**src/rtl/spi_multi_serializer.sv**
```systemverilog
// SPI-style serializer that shifts SHIFT_N bits of a parallel word out on sdo/sclk,
// then raises the selected channel's latch enable for one SCLK half-period.
module spi_multi_serializer #(
  parameter int DATA_W  = 32,
  parameter int SHIFT_N = 24,
  parameter int NUM_CS  = 4,
  parameter int SEL_W   = 2,
  parameter int CLK_DIV = 20
) (
  input  logic              clk,
  input  logic              rst,
  input  logic [DATA_W-1:0] data_in,
  input  logic [SEL_W-1:0]  cs_sel,
  input  logic              lsb_first,
  input  logic              cpol,
  input  logic              ld,
  output logic              busy,
  output logic              done,
  output logic              drop,
  output logic              sdo,
  output logic              sclk,
  output logic [NUM_CS-1:0] le
);

  localparam int DIV_W = $clog2(CLK_DIV);
  localparam int CNT_W = $clog2(SHIFT_N + 1);
  localparam logic [SEL_W:0] NUM_CS_V = (SEL_W + 1)'(NUM_CS);

  typedef enum logic [1:0] {IDLE, SHIFT, LATCH} state_t;

  typedef struct packed {
    logic [SHIFT_N-1:0] sr;
    logic [SEL_W-1:0]   sel;
    logic               lsb;
    logic               cpol;
  } xfer_t;

  state_t             state_q, state_d;
  xfer_t              cur;
  logic [DIV_W-1:0]   div_cnt;
  logic [CNT_W-1:0]   bit_cnt;
  logic               phase;
  logic               done_q;
  logic               sel_ok, div_end, last_bit, accept;
  logic               unused_data;

  // Bits above SHIFT_N-1 are never transmitted.
  assign unused_data = ^{1'b0, data_in};

  assign sel_ok   = ({1'b0, cs_sel} < NUM_CS_V);
  assign div_end  = (div_cnt == DIV_W'(CLK_DIV - 1));
  assign last_bit = (bit_cnt == CNT_W'(SHIFT_N - 1));

  always_ff @(posedge clk) begin
    if (rst) state_q <= IDLE;
    else     state_q <= state_d;
  end

  always_comb begin
    state_d = state_q;
    accept  = 1'b0;
    case (state_q)
      IDLE:  if (ld && sel_ok) begin
               state_d = SHIFT;
               accept  = 1'b1;
             end
      SHIFT: if (div_end && phase && last_bit) state_d = LATCH;
      LATCH: if (div_end) state_d = IDLE;
      default: state_d = IDLE;
    endcase
  end

  // One divider drives both SCLK half-periods (phase) and the latch window.
  always_ff @(posedge clk) begin
    if (rst) begin
      cur     <= '0;
      div_cnt <= '0;
      bit_cnt <= '0;
      phase   <= 1'b0;
      done_q  <= 1'b0;
    end else begin
      done_q <= (state_q == LATCH) && div_end;
      case (state_q)
        IDLE: if (accept) begin
          cur     <= '{sr: data_in[SHIFT_N-1:0], sel: cs_sel, lsb: lsb_first, cpol: cpol};
          div_cnt <= '0;
          bit_cnt <= '0;
          phase   <= 1'b0;
        end
        SHIFT: if (div_end) begin
          div_cnt <= '0;
          phase   <= ~phase;
          if (phase) begin
            bit_cnt <= bit_cnt + 1'b1;
            cur.sr  <= cur.lsb ? (cur.sr >> 1) : (cur.sr << 1);
          end
        end else begin
          div_cnt <= div_cnt + 1'b1;
        end
        LATCH: div_cnt <= div_end ? '0 : div_cnt + 1'b1;
        default: div_cnt <= '0;
      endcase
    end
  end

  always_comb begin
    busy = (state_q != IDLE);
    done = done_q;
    drop = ld && !rst && (busy || !sel_ok);
    sclk = cur.cpol ^ ((state_q == SHIFT) && phase);
    sdo  = 1'b0;
    le   = '0;
    if (state_q == SHIFT) sdo = cur.lsb ? cur.sr[0] : cur.sr[SHIFT_N-1];
    if (state_q == LATCH) le = NUM_CS'(1) << cur.sel;
  end

endmodule

```
**config.mk**
```make
export PLATFORM = sky130hd
export DESIGN_NAME = spi_multi_serializer
export DESIGN_NICKNAME = d
export VERILOG_FILES = /design/src/rtl/spi_multi_serializer.sv
export SDC_FILE = /design/constraint.sdc
export NUM_CORES = 1
export LEC_CHECK = 0
export CAP_MARGIN = 30
export CELL_PAD_IN_SITES_DETAIL_PLACEMENT = 0
export CELL_PAD_IN_SITES_GLOBAL_PLACEMENT = 1
export CORE_UTILIZATION = 25
export CTS_CLUSTER_DIAMETER = 40
export DETAILED_ROUTE_END_ITERATION = 10
export PLACE_DENSITY = 0.66
export SYNTH_ARGS = -nofsm -noshare
export SYNTH_HDL_FRONTEND = slang
export SYNTH_SLANG_ARGS = --single-unit
```
**constraint.sdc**
```tcl
create_clock -name clk -period 1.9 [get_ports clk]
set_input_delay 0.285 -clock clk [delete_from_list [all_inputs] [get_ports clk]]
set_output_delay 0.285 -clock clk [all_outputs]
set_load 0.05 [all_outputs]
```
==> results.md, run 1 <==
- The flow ran to the end, and the final reports show no timing, DRC or antenna violations.
- The number of global-route vias before repair is 1,950.
- Counting flops and latches in the post-synthesis netlist gives 42.
- In this run, synthesis inferred 0 flip-flops with an integrated enable.
- The number of pins with negative max-slew slack in the final report is 0.
- When the netlist entered floorplanning its net count stood at 300.
- The growth of design area from synthesis to finish is 35.5%.
- Dividing total power by cell area gives a power density of 959 mW/mm^2.
- The overall routed net length is 5.75 mm.
- The later-pin clock latency in the skew report is 0.30 ns.
- The site row count is 34.
- The most critical setup path has its startpoint at state_q[1].
- In the synthesized netlist the dominant register cell turns out to be sky130_fd_sc_hd__dfxtp_1.
- For this run, the number of standard cells in the final layout without fillers is 407.
- Measured in cells, the most critical reg-to-reg path has a length of 6.
- After detailed placement, the design holds a cell count of 395.
- The number of warnings issued by yosys is 0.
- The clock-pin slew of the registers on the worst-case setup and hold paths is 0.09 ns.
- The number of distinct standard cells referenced by the synthesized netlist is 39.
- The number of clock buffers added by TritonCTS is 5.
- The worst setup path is captured at a primary output.
- The analysis attributes to cell leakage a power of 1.15 nW.
- Entering global routing, the biggest net connects 33 pins.
- The total area inside the core boundary comes to 0.00876 mm^2.
- The number of antenna violations at the first check in global routing is 0.
- The transition time at the pin with the least slew margin is 0.489 ns.
- The I/O pin count is 48.
- Along the worst path, the maximum fanout reaches 17.
- The number of remaining DRC errors is 0.
- Setup violations remaining at the end of the flow were counted as 0.
- The number of buffers inserted by hold repair at cts is 0.
- The worst-case IR drop observed on VDD is 0.335 mV.
- The final critical path takes up 95.8% of the cycle.
- The worst setup path is launched from a flip-flop.
- The congestion estimate from routability-driven global placement came to 0.704.
- The die covers 0.00944 mm^2.
- STA puts the critical path data required time at 1.62 ns.
- The initial utilization of the core area, before any placement, comes to 25.8%.
- The first global-routing pass estimated 9.52 mm of wire.
- Static timing analysis puts the maximum clock frequency at 550 MHz.
- The post-route worst hold slack is 0.491 ns.
- The CTS H-tree depth is 2.
- The path class of the tightest hold or removal check is flip-flop to flip-flop.
- The path type of the worst setup path is flip-flop to primary output.
- The post-synthesis instance area is 0.00226 mm^2.
- The hold violation total from the final report is 0.
- The worst register-to-register path begins at div_cnt[0].
- The count of routing violations after the opening detailed-route iteration is 67.
- The number of iterations in the first detailed-routing pass is 6.
- The share of cells above drive strength 1 is 25.1%.
- The via total after detailed routing is 2,023.
- Port buffering added 39 buffers.
- For flop-to-flop paths, the worst setup slack is 0.12 ns.
- The critical register-to-register path endpoint is cur[26].
- The signal arrival time at the worst endpoint is 1.53 ns.
- The sequential element share of the synthesized area is 37.1%.
- The net count of the finished layout is 343.
- In this run the vertical extent of the chip is 97.2 um.
- The HPWL after detailed placement is 3.84 mm.
- Measured along the x axis, the die boundary spans 97.2 um.
- The overall overflow remaining after global route is 0.
- The clock net in this run drives a total of 42 sinks.
- The layout filler cell count is 905.
- The relative slew slack is 67.3%.
- In this run the worst setup path terminates at sclk.
- A synthesized cell averages 8.88 um^2.
- TritonCTS built the clock tree.
- Once detail routing completed, the nets flagged for antenna violations numbered 0.
- After synthesis, the share of flip-flops with an asynchronous set or reset is 0%.
- Dividing the detail-routed wire length by the instance count gives 14.1 um.
- The maximum number of buffers from clock root to sink is 2.
- After routing, the total negative slack on setup checks comes to 0 ns.
- After technology mapping, the gate count stands at 255.
- After detailed routing, the number of vias per cell comes to 4.97.
- The number of diodes is 0.
- Between clock sinks in the finished design, the worst skew comes to 0.0141 ns.
- The max capacitance violation total is 0.
- Global routing used 12.3% of the available tracks across all layers.
- CTS placed an instance of sky130_fd_sc_hd__clkbuf_8 at the clock tree root.
- The clock period could shrink to 1.82 ns.
- Setup repair after global routing could not meet its margin everywhere.
-- routing by layer --
layer / vias up / part of all wire (%) / wire (um) / track usage (%)
met3: 6 / 2.7 / 153 / 2.73
met4: 0 / 1.4 / 82 / 3.67
met5: - / 0 / 0 / 0
met2: 37 / 47 / 2680 / 19.8
li1: 1023 / - / - / -
met1: 957 / 49 / 2830 / 16.5
-- cell usage in the layout, fill, tap and decap left out, drive strengths merged, types with 2 or more instances in the layout --
cell type | Yosys | routed
dfxtp | 42 | 42
nor2 | 34 | 34
clkdlybuf4s50 | 0 | 31
buf | 15 | 28
nor3 | 25 | 25
mux2 | 22 | 22
a221oi | 22 | 22
nand2 | 14 | 14
nand3 | 10 | 10
a21oi | 10 | 10
o21ai | 7 | 7
clkbuf | 9 | 6
ha | 6 | 6
inv | 5 | 5
nand4 | 3 | 3
xor2 | 3 | 3
or3 | 3 | 3
a211oi | 3 | 3
and3 | 3 | 3
mux2i | 2 | 2
nor2b | 2 | 2
xnor2 | 2 | 2
clkinv | 0 | 2
-- layout make-up --
class                           instances  area [um^2]  area share [%]
Multi-Input combinational cell        184         1300            42.4
Sequential cell                        42          842            27.4
Timing Repair Buffer                   60          686            22.3
Tap cell                              108          135            4.40
Clock buffer                            6         72.6            2.36
Inverter                                5         18.8           0.611
Clock inverter                          2         13.8           0.448
-- cells in the mapped netlist (all sizes together) (2+ instances only) --
cell,n,area (um^2)
a221oi,22,211
nand3,10,50.1
nand2,14,52.6
nor2,34,128
and3,3,18.8
buf,15,110
mux2i,2,20.0
nor3,25,125
a211oi,3,22.5
clkbuf,9,33.8
o21ai,7,35.0
nor2b,2,12.5
or3,3,18.8
xnor2,2,17.5
ha,6,75.1
a21oi,10,50.1
xor2,3,26.3
inv,5,18.8
mux2,22,248
dfxtp,42,841
nand4,3,18.8
-- worst min path at each step --
stage / slack [ns] / end / from / depth (start not counted)
global route: 0.52 / bit_cnt[4] / bit_cnt[4] / 2
finish: 0.49 / div_cnt[1] / div_cnt[1] / 2
detailed placement: 0.48 / div_cnt[1] / div_cnt[1] / 2
floorplan: 0.43 / cur[0] / cpol / 2
CTS: 0.49 / div_cnt[1] / div_cnt[1] / 2
global placement: 0.47 / div_cnt[1] / div_cnt[1] / 2
-- state kept, by name (all words and copies together), names as in the netlist --
signal,cells
state_q,2
cur,28
done,1
phase,1
bit_cnt,5
div_cnt,5
-- worst max-delay path, stage by stage (launching register included) --
cell                      delay [ns]
sky130_fd_sc_hd__dfxtp_1        0.34
sky130_fd_sc_hd__inv_2          0.09
sky130_fd_sc_hd__ha_4           0.18
sky130_fd_sc_hd__buf_12         0.16
sky130_fd_sc_hd__nand2_1        0.10
sky130_fd_sc_hd__xnor2_2        0.20
sky130_fd_sc_hd__buf_12         0.16
-- stage by stage --
| step | instance area [um^2] | util [%] | power [W] | setup slack [ns] |
|---|---|---|---|---|
| global route | 3070 | 35.0 | 0.00313 | -0.00127 |
| detailed placement | 2890 | 33.0 | 0.00229 | -0.0341 |
| floorplan | 2280 | - | 0.00193 | 0.0321 |
| CTS | 3020 | 34.5 | 0.00294 | -0.0407 |
| global placement | 2890 | 33.0 | 0.00228 | 0.00609 |
| finish | 3070 | 35.0 | 0.00294 | 0.0805 |
-- kinds of logic (layout without fill, tap and decap cells) --
kind of cell	count (synthesis)	count (layout)	share of synthesized area, %
compound gates	49	49	17.6
flops	42	42	37.1
buf+inv	29	73	7.18
mux	24	24	11.8
simple gates	100	100	21.1
xor+xnor	5	5	1.93
fa+ha+maj	6	6	3.31
-- repair_timing --
| action | CTS | global route |
|---|---|---|
| setup buffers | 0 | 3 |
| pin swaps | 0 | 2 |
| endpoints found under the setup margin | 2 | 25 |
| resized for setup | 2 | 9 |
| gates cloned | 1 | 0 |
| endpoints found under the hold margin | 0 | 0 |
-- report_power, final --
group	switching (W)	internal, W	total [W]
Combinational	0.000621	0.000614	0.00123
Sequential	0.000105	0.00102	0.00113
Clock	0.000322	0.000260	0.000582
Total	0.00105	0.00189	0.00294
(Power assumes the default switching activity.)
==> run 2: changes to the inputs <==
--- a/config.mk
+++ b/config.mk
@@ -5,13 +5,14 @@
 export SDC_FILE = /design/constraint.sdc
 export NUM_CORES = 1
 export LEC_CHECK = 0
+export ABC_AREA = 1
 export CAP_MARGIN = 30
 export CELL_PAD_IN_SITES_DETAIL_PLACEMENT = 0
 export CELL_PAD_IN_SITES_GLOBAL_PLACEMENT = 1
-export CORE_UTILIZATION = 25
+export CORE_UTILIZATION = 32
 export CTS_CLUSTER_DIAMETER = 40
 export DETAILED_ROUTE_END_ITERATION = 10
-export PLACE_DENSITY = 0.66
+export PLACE_DENSITY = 0.83
 export SYNTH_ARGS = -nofsm -noshare
 export SYNTH_HDL_FRONTEND = slang
 export SYNTH_SLANG_ARGS = --single-unit
==> results.md, run 2 <==
- The post-synthesis cell count is 349 (was 255).
- The maximum VDD drop is 0.596 mV (was 0.335 mV).
- The maximum clock frequency is 546 MHz (was 550 MHz).
- The I/O pin count came to 48 (unchanged).
- The count of buffers from port buffering is 39 (unchanged).
- The later-pin clock latency in the skew report is 0.29 ns (was 0.30 ns).
- The post-synthesis net count is 394 (was 300).
- The wire length of the first global-routing pass was 10.3 mm (was 9.52 mm).
- The class of the most critical hold timing path was flip-flop to flip-flop (unchanged).
- The share of flip-flops with an asynchronous set or reset is 0% (unchanged).
- The CTS H-tree depth is 2 (unchanged).
- The critical path's most frequent cell is sky130_fd_sc_hd__inv_1 (was sky130_fd_sc_hd__buf_12).
- The worst setup slack before clock tree synthesis came to 0.0311 ns (was -0.0341 ns).
- Ranking of synthesized cells by area: sky130_fd_sc_hd__dfxtp_1 (36%), sky130_fd_sc_hd__nand2_1 (12%), sky130_fd_sc_hd__o21ai_0 (11%) (was sky130_fd_sc_hd__dfxtp_1 (37%), sky130_fd_sc_hd__mux2_2 (11%), sky130_fd_sc_hd__a221oi_1 (7.3%)).
- The number of enable-type register cells in the synthesized netlist is 0 (unchanged).
- The number of cells traversed by the worst register-to-register path was 8 (was 6).
- The placer's final routability congestion estimate was 0.777 (was 0.704).
- The number of pins with negative max-slew slack in the final report is 0 (unchanged).
- The number of remaining DRC errors is 0 (unchanged).
- The number of warnings issued by yosys was 0 (unchanged).
- The number of distinct standard cells referenced by the synthesized netlist came to 26 (was 39).
- The relative slew slack is 66.8% (was 67.3%).
- The chip width was 87.7 um (was 97.2 um).
- The layout filler cell count is 712 (was 905).
- The growth of design area from synthesis to finish is 32.7% (was 35.5%).
- The nature of the critical path startpoint is a flip-flop (unchanged).
- The flip-flop count of the largest register after layout came to 28 (unchanged).
- The ratio of routed vias to standard cells is 4.88 (was 4.97).
- The final-stage net count came to 430 (was 343).
- Leading registers by flop count: cur (28), bit_cnt (5), div_cnt (5) (unchanged).
- The origin of the critical flop-to-flop path is state_q[0] (was div_cnt[0]).
- Setup repair after global routing missed its margin: true (unchanged).
- The number of routed nets with antenna violations is 0 (unchanged).
- The sequential element share of the synthesized area is 35.7% (was 37.1%).
- The critical register-to-register path endpoint is bit_cnt[2] (was cur[26]).
- The worst stage delay on the critical path is 0.36 ns (was 0.34 ns).
- The signal arrival time at the worst endpoint is 1.55 ns (was 1.53 ns).
- The initial core utilization is 33.9% (was 25.8%).
- The number of cells on the worst hold path is 2 (unchanged).
- The post-DP HPWL is 3.81 mm (was 3.84 mm).
- CP cell instances: inv_1 > ha_1 > inv_1 > nor3_1 > buf_12 (was inv_2 > ha_4 > buf_12 > nand2_1 > xnor2_2 > buf_12).
- The power density over cell area was 1340 mW/mm^2 (was 959 mW/mm^2).
- The total die area is 0.00770 mm^2 (was 0.00944 mm^2).
- The total routing resource utilization after global routing is 17.2% (was 12.3%).
- The footprint of the multi-input gates is 0.00137 mm^2 (was 0.00130 mm^2).
- The slack of the critical path is 0.0695 ns (was 0.0805 ns).
- The overall die height is 87.7 um (was 97.2 um).
- The number of global-route vias before repair was 2,174 (was 1,950).
- The number of buffers added by the clock tree synthesis step is 5 (unchanged).
- The predominant post-synthesis flop cell is sky130_fd_sc_hd__dfxtp_1 (unchanged).
- The core area is 0.00694 mm^2 (was 0.00876 mm^2).
- Outcome: finished, final reports clean (unchanged).
- The clock-pin slew of the registers on the worst-case setup and hold paths came to 0.08 ns (was 0.09 ns).
- The most instantiated library cell after synthesis was sky130_fd_sc_hd__nand2_1 (was sky130_fd_sc_hd__dfxtp_1).
- The leakage dissipation is 1.18 nW (was 1.15 nW).
- The setup slack of the worst register-to-register path is 0.18 ns (was 0.12 ns).
- The mean area per synthesized cell is 6.74 um^2 (was 8.88 um^2).
- The clock sink count is 42 (unchanged).
- The root buffer cell is sky130_fd_sc_hd__clkbuf_8 (unchanged).
- The standard cell with the maximum stage delay on the critical path was sky130_fd_sc_hd__dfxtp_1 (unchanged).
- The setup skew after layout came to 0.0101 ns (was 0.0141 ns).
- The minimum period implied by the final worst setup slack was 1.83 ns (was 1.82 ns).
- The most common library cell in the layout ignoring fill and taps was sky130_fd_sc_hd__nand2_1 (was sky130_fd_sc_hd__dfxtp_1).
- The register with the most flip-flops is cur (unchanged).
- The area share of the largest cell type after synthesis is 35.7% (was 37.1%).
- The type of destination of the critical path is a primary output (unchanged).
- The cell type with the largest total area after synthesis is sky130_fd_sc_hd__dfxtp_1 (unchanged).
- The post-synthesis instance area is 0.00235 mm^2 (was 0.00226 mm^2).
- The hold violation total from the final report came to 0 (unchanged).
- The path type of the worst setup path is flip-flop to primary output (unchanged).
- The pin count of the biggest net entering global routing came to 31 (was 33).
- The post-route worst hold slack came to 0.478 ns (was 0.491 ns).
- The terminating pin of the worst hold path is cur[7] (was div_cnt[1]).
- The overall routed net length is 6.20 mm (was 5.75 mm).
- The number of setup violations in the final report is 0 (unchanged).
- The CTS tree is yes (unchanged).
- The number of buffers inserted by hold repair at cts was 0 (unchanged).
- The total of flip-flops plus latches after synthesis is 42 (unchanged).
- The startpoint of the lowest-slack hold path is cur[7] (was div_cnt[1]).
- The worst-path maximum fanout is 5 (was 17).
- The site row count is 30 (was 34).
- The number of diodes is 0 (unchanged).
- Ranking of synthesized cells by instance count: sky130_fd_sc_hd__nand2_1 (77), sky130_fd_sc_hd__o21ai_0 (51), sky130_fd_sc_hd__dfxtp_1 (42) (was sky130_fd_sc_hd__dfxtp_1 (42), sky130_fd_sc_hd__nor2_1 (34), sky130_fd_sc_hd__nor3_1 (25)).
- Leading cell types in the layout, fill and taps excluded: sky130_fd_sc_hd__nand2_1 (76), sky130_fd_sc_hd__o21ai_0 (50), sky130_fd_sc_hd__dfxtp_1 (42) (was sky130_fd_sc_hd__dfxtp_1 (41), sky130_fd_sc_hd__nor2_1 (34), sky130_fd_sc_hd__clkdlybuf4s50_1 (31)).
- The number of antenna violations at the first check in global routing is 0 (unchanged).
- The share of cells above drive strength 1 was 12.5% (was 25.1%).
- The number of iterations in the first detailed-routing pass is 4 (was 6).
- The wire length per cell is 12.9 um (was 14.1 um).
- The count of routing violations after the opening detailed-route iteration is 106 (was 67).
- The max capacitance violation total was 0 (unchanged).
- The via total after detailed routing came to 2,345 (was 2,023).
- The share of the cycle needed by the critical path after routing is 96.3% (was 95.8%).
- The critical path data required time is 1.62 ns (about the same).
- The maximum number of buffers from clock root to sink is 2 (unchanged).
- The launch point of the worst path is state_q[0] (was state_q[1]).
- The sequential standard cell area is 841 um^2 (was 842 um^2).
- The overall overflow remaining after global route is 0 (unchanged).
- The transition time at the pin with the least slew margin is 0.496 ns (was 0.489 ns).
run 2: cell types whose count changed after synthesis, moves of 4 or more:
cell	change
sky130_fd_sc_hd__a21oi_1	+19
sky130_fd_sc_hd__nor2_1	+4
sky130_fd_sc_hd__nor3_1	-16
sky130_fd_sc_hd__mux2_2	-22
sky130_fd_sc_hd__o21ai_0	+47
sky130_fd_sc_hd__a221oi_1	-19
sky130_fd_sc_hd__nand3_1	+20
sky130_fd_sc_hd__nand2_1	+63
sky130_fd_sc_hd__inv_1	+16
sky130_fd_sc_hd__a21oi_2	+8
run 2: layout make-up:
cell class,instances,share of cell area [%]
repair buffers,48,19.1
clock inverters,1,0.962
multi-input cells,266,43.9
clock buffers,6,2.65
flip-flops and latches,42,26.9
well taps,96,3.85
inverters,22,2.65
run 2: logic make-up after synthesis:
logic type | synth area share, %
AO/OA/AOI/OAI | 20.7
XOR/XNOR | 1.49
adder cells (fa/ha/maj) | 3.19
buffers and inverters | 8.40
flip-flops | 35.7
AND/OR/NAND/NOR | 30.5
run 2: worst max-delay path, delay by kind of cell (launching register included):
kind,cells,cell delay [ns]
buffers and inverters,3,0.41
flip-flops,1,0.36
AND/OR/NAND/NOR,1,0.31
adder cells (fa/ha/maj),1,0.18
run 2: worst max-delay path by stage:
stage	end	slack (ns)	cells after the start
6_report	le[0]	0.07	5
5_1_grt	le[0]	-0.06	5
4_1_cts	cur[27]	0.005	8
3_5_place_dp	bit_cnt[2]	0.03	7
3_3_place_gp	bit_cnt[2]	0.05	7
2_1_floorplan	le[0]	-0.06	4
run 2: what timing repair did:
action / 4_1_cts / 5_1_grt
endpoints found under the setup margin: 2 / 36
gates cloned: 2 / 0
pin swaps: 2 / 3
resized for setup: 5 / 5
setup buffers: 0 / 1
run 2: layer usage:
| layer | global-route usage [%] | vias up | routed length [um] |
|---|---|---|---|
| met1 | 22.5 | 1076 | 3060 |
| met4 | 5.81 | 0 | 94 |
| met5 | 0 | - | 0 |
| met3 | 4.24 | 6 | 270 |
| li1 | - | 1225 | - |
| met2 | 27.8 | 38 | 2770 |
run 2: per-stage QoR:
stage	total power (W)	utilization, %	area, um^2	std cells	TNS [ns]
after floorplan	0.00263	-	2370	349	-0.239
after global placement	0.00318	41.9	2910	471	0
after detailed placement	0.00319	41.9	2910	471	0
after CTS	0.00411	44.4	3080	480	0
after global routing	0.00447	44.9	3120	481	-0.159
final	0.00417	44.9	3120	481	0
run 2: power breakdown:
| group | internal [W] | switching, W |
|---|---|---|
| sequential | 0.00104 | 0.000139 |
| clock | 0.000421 | 0.000307 |
| combinational | 0.000891 | 0.00137 |
| total | 0.00236 | 0.00182 |
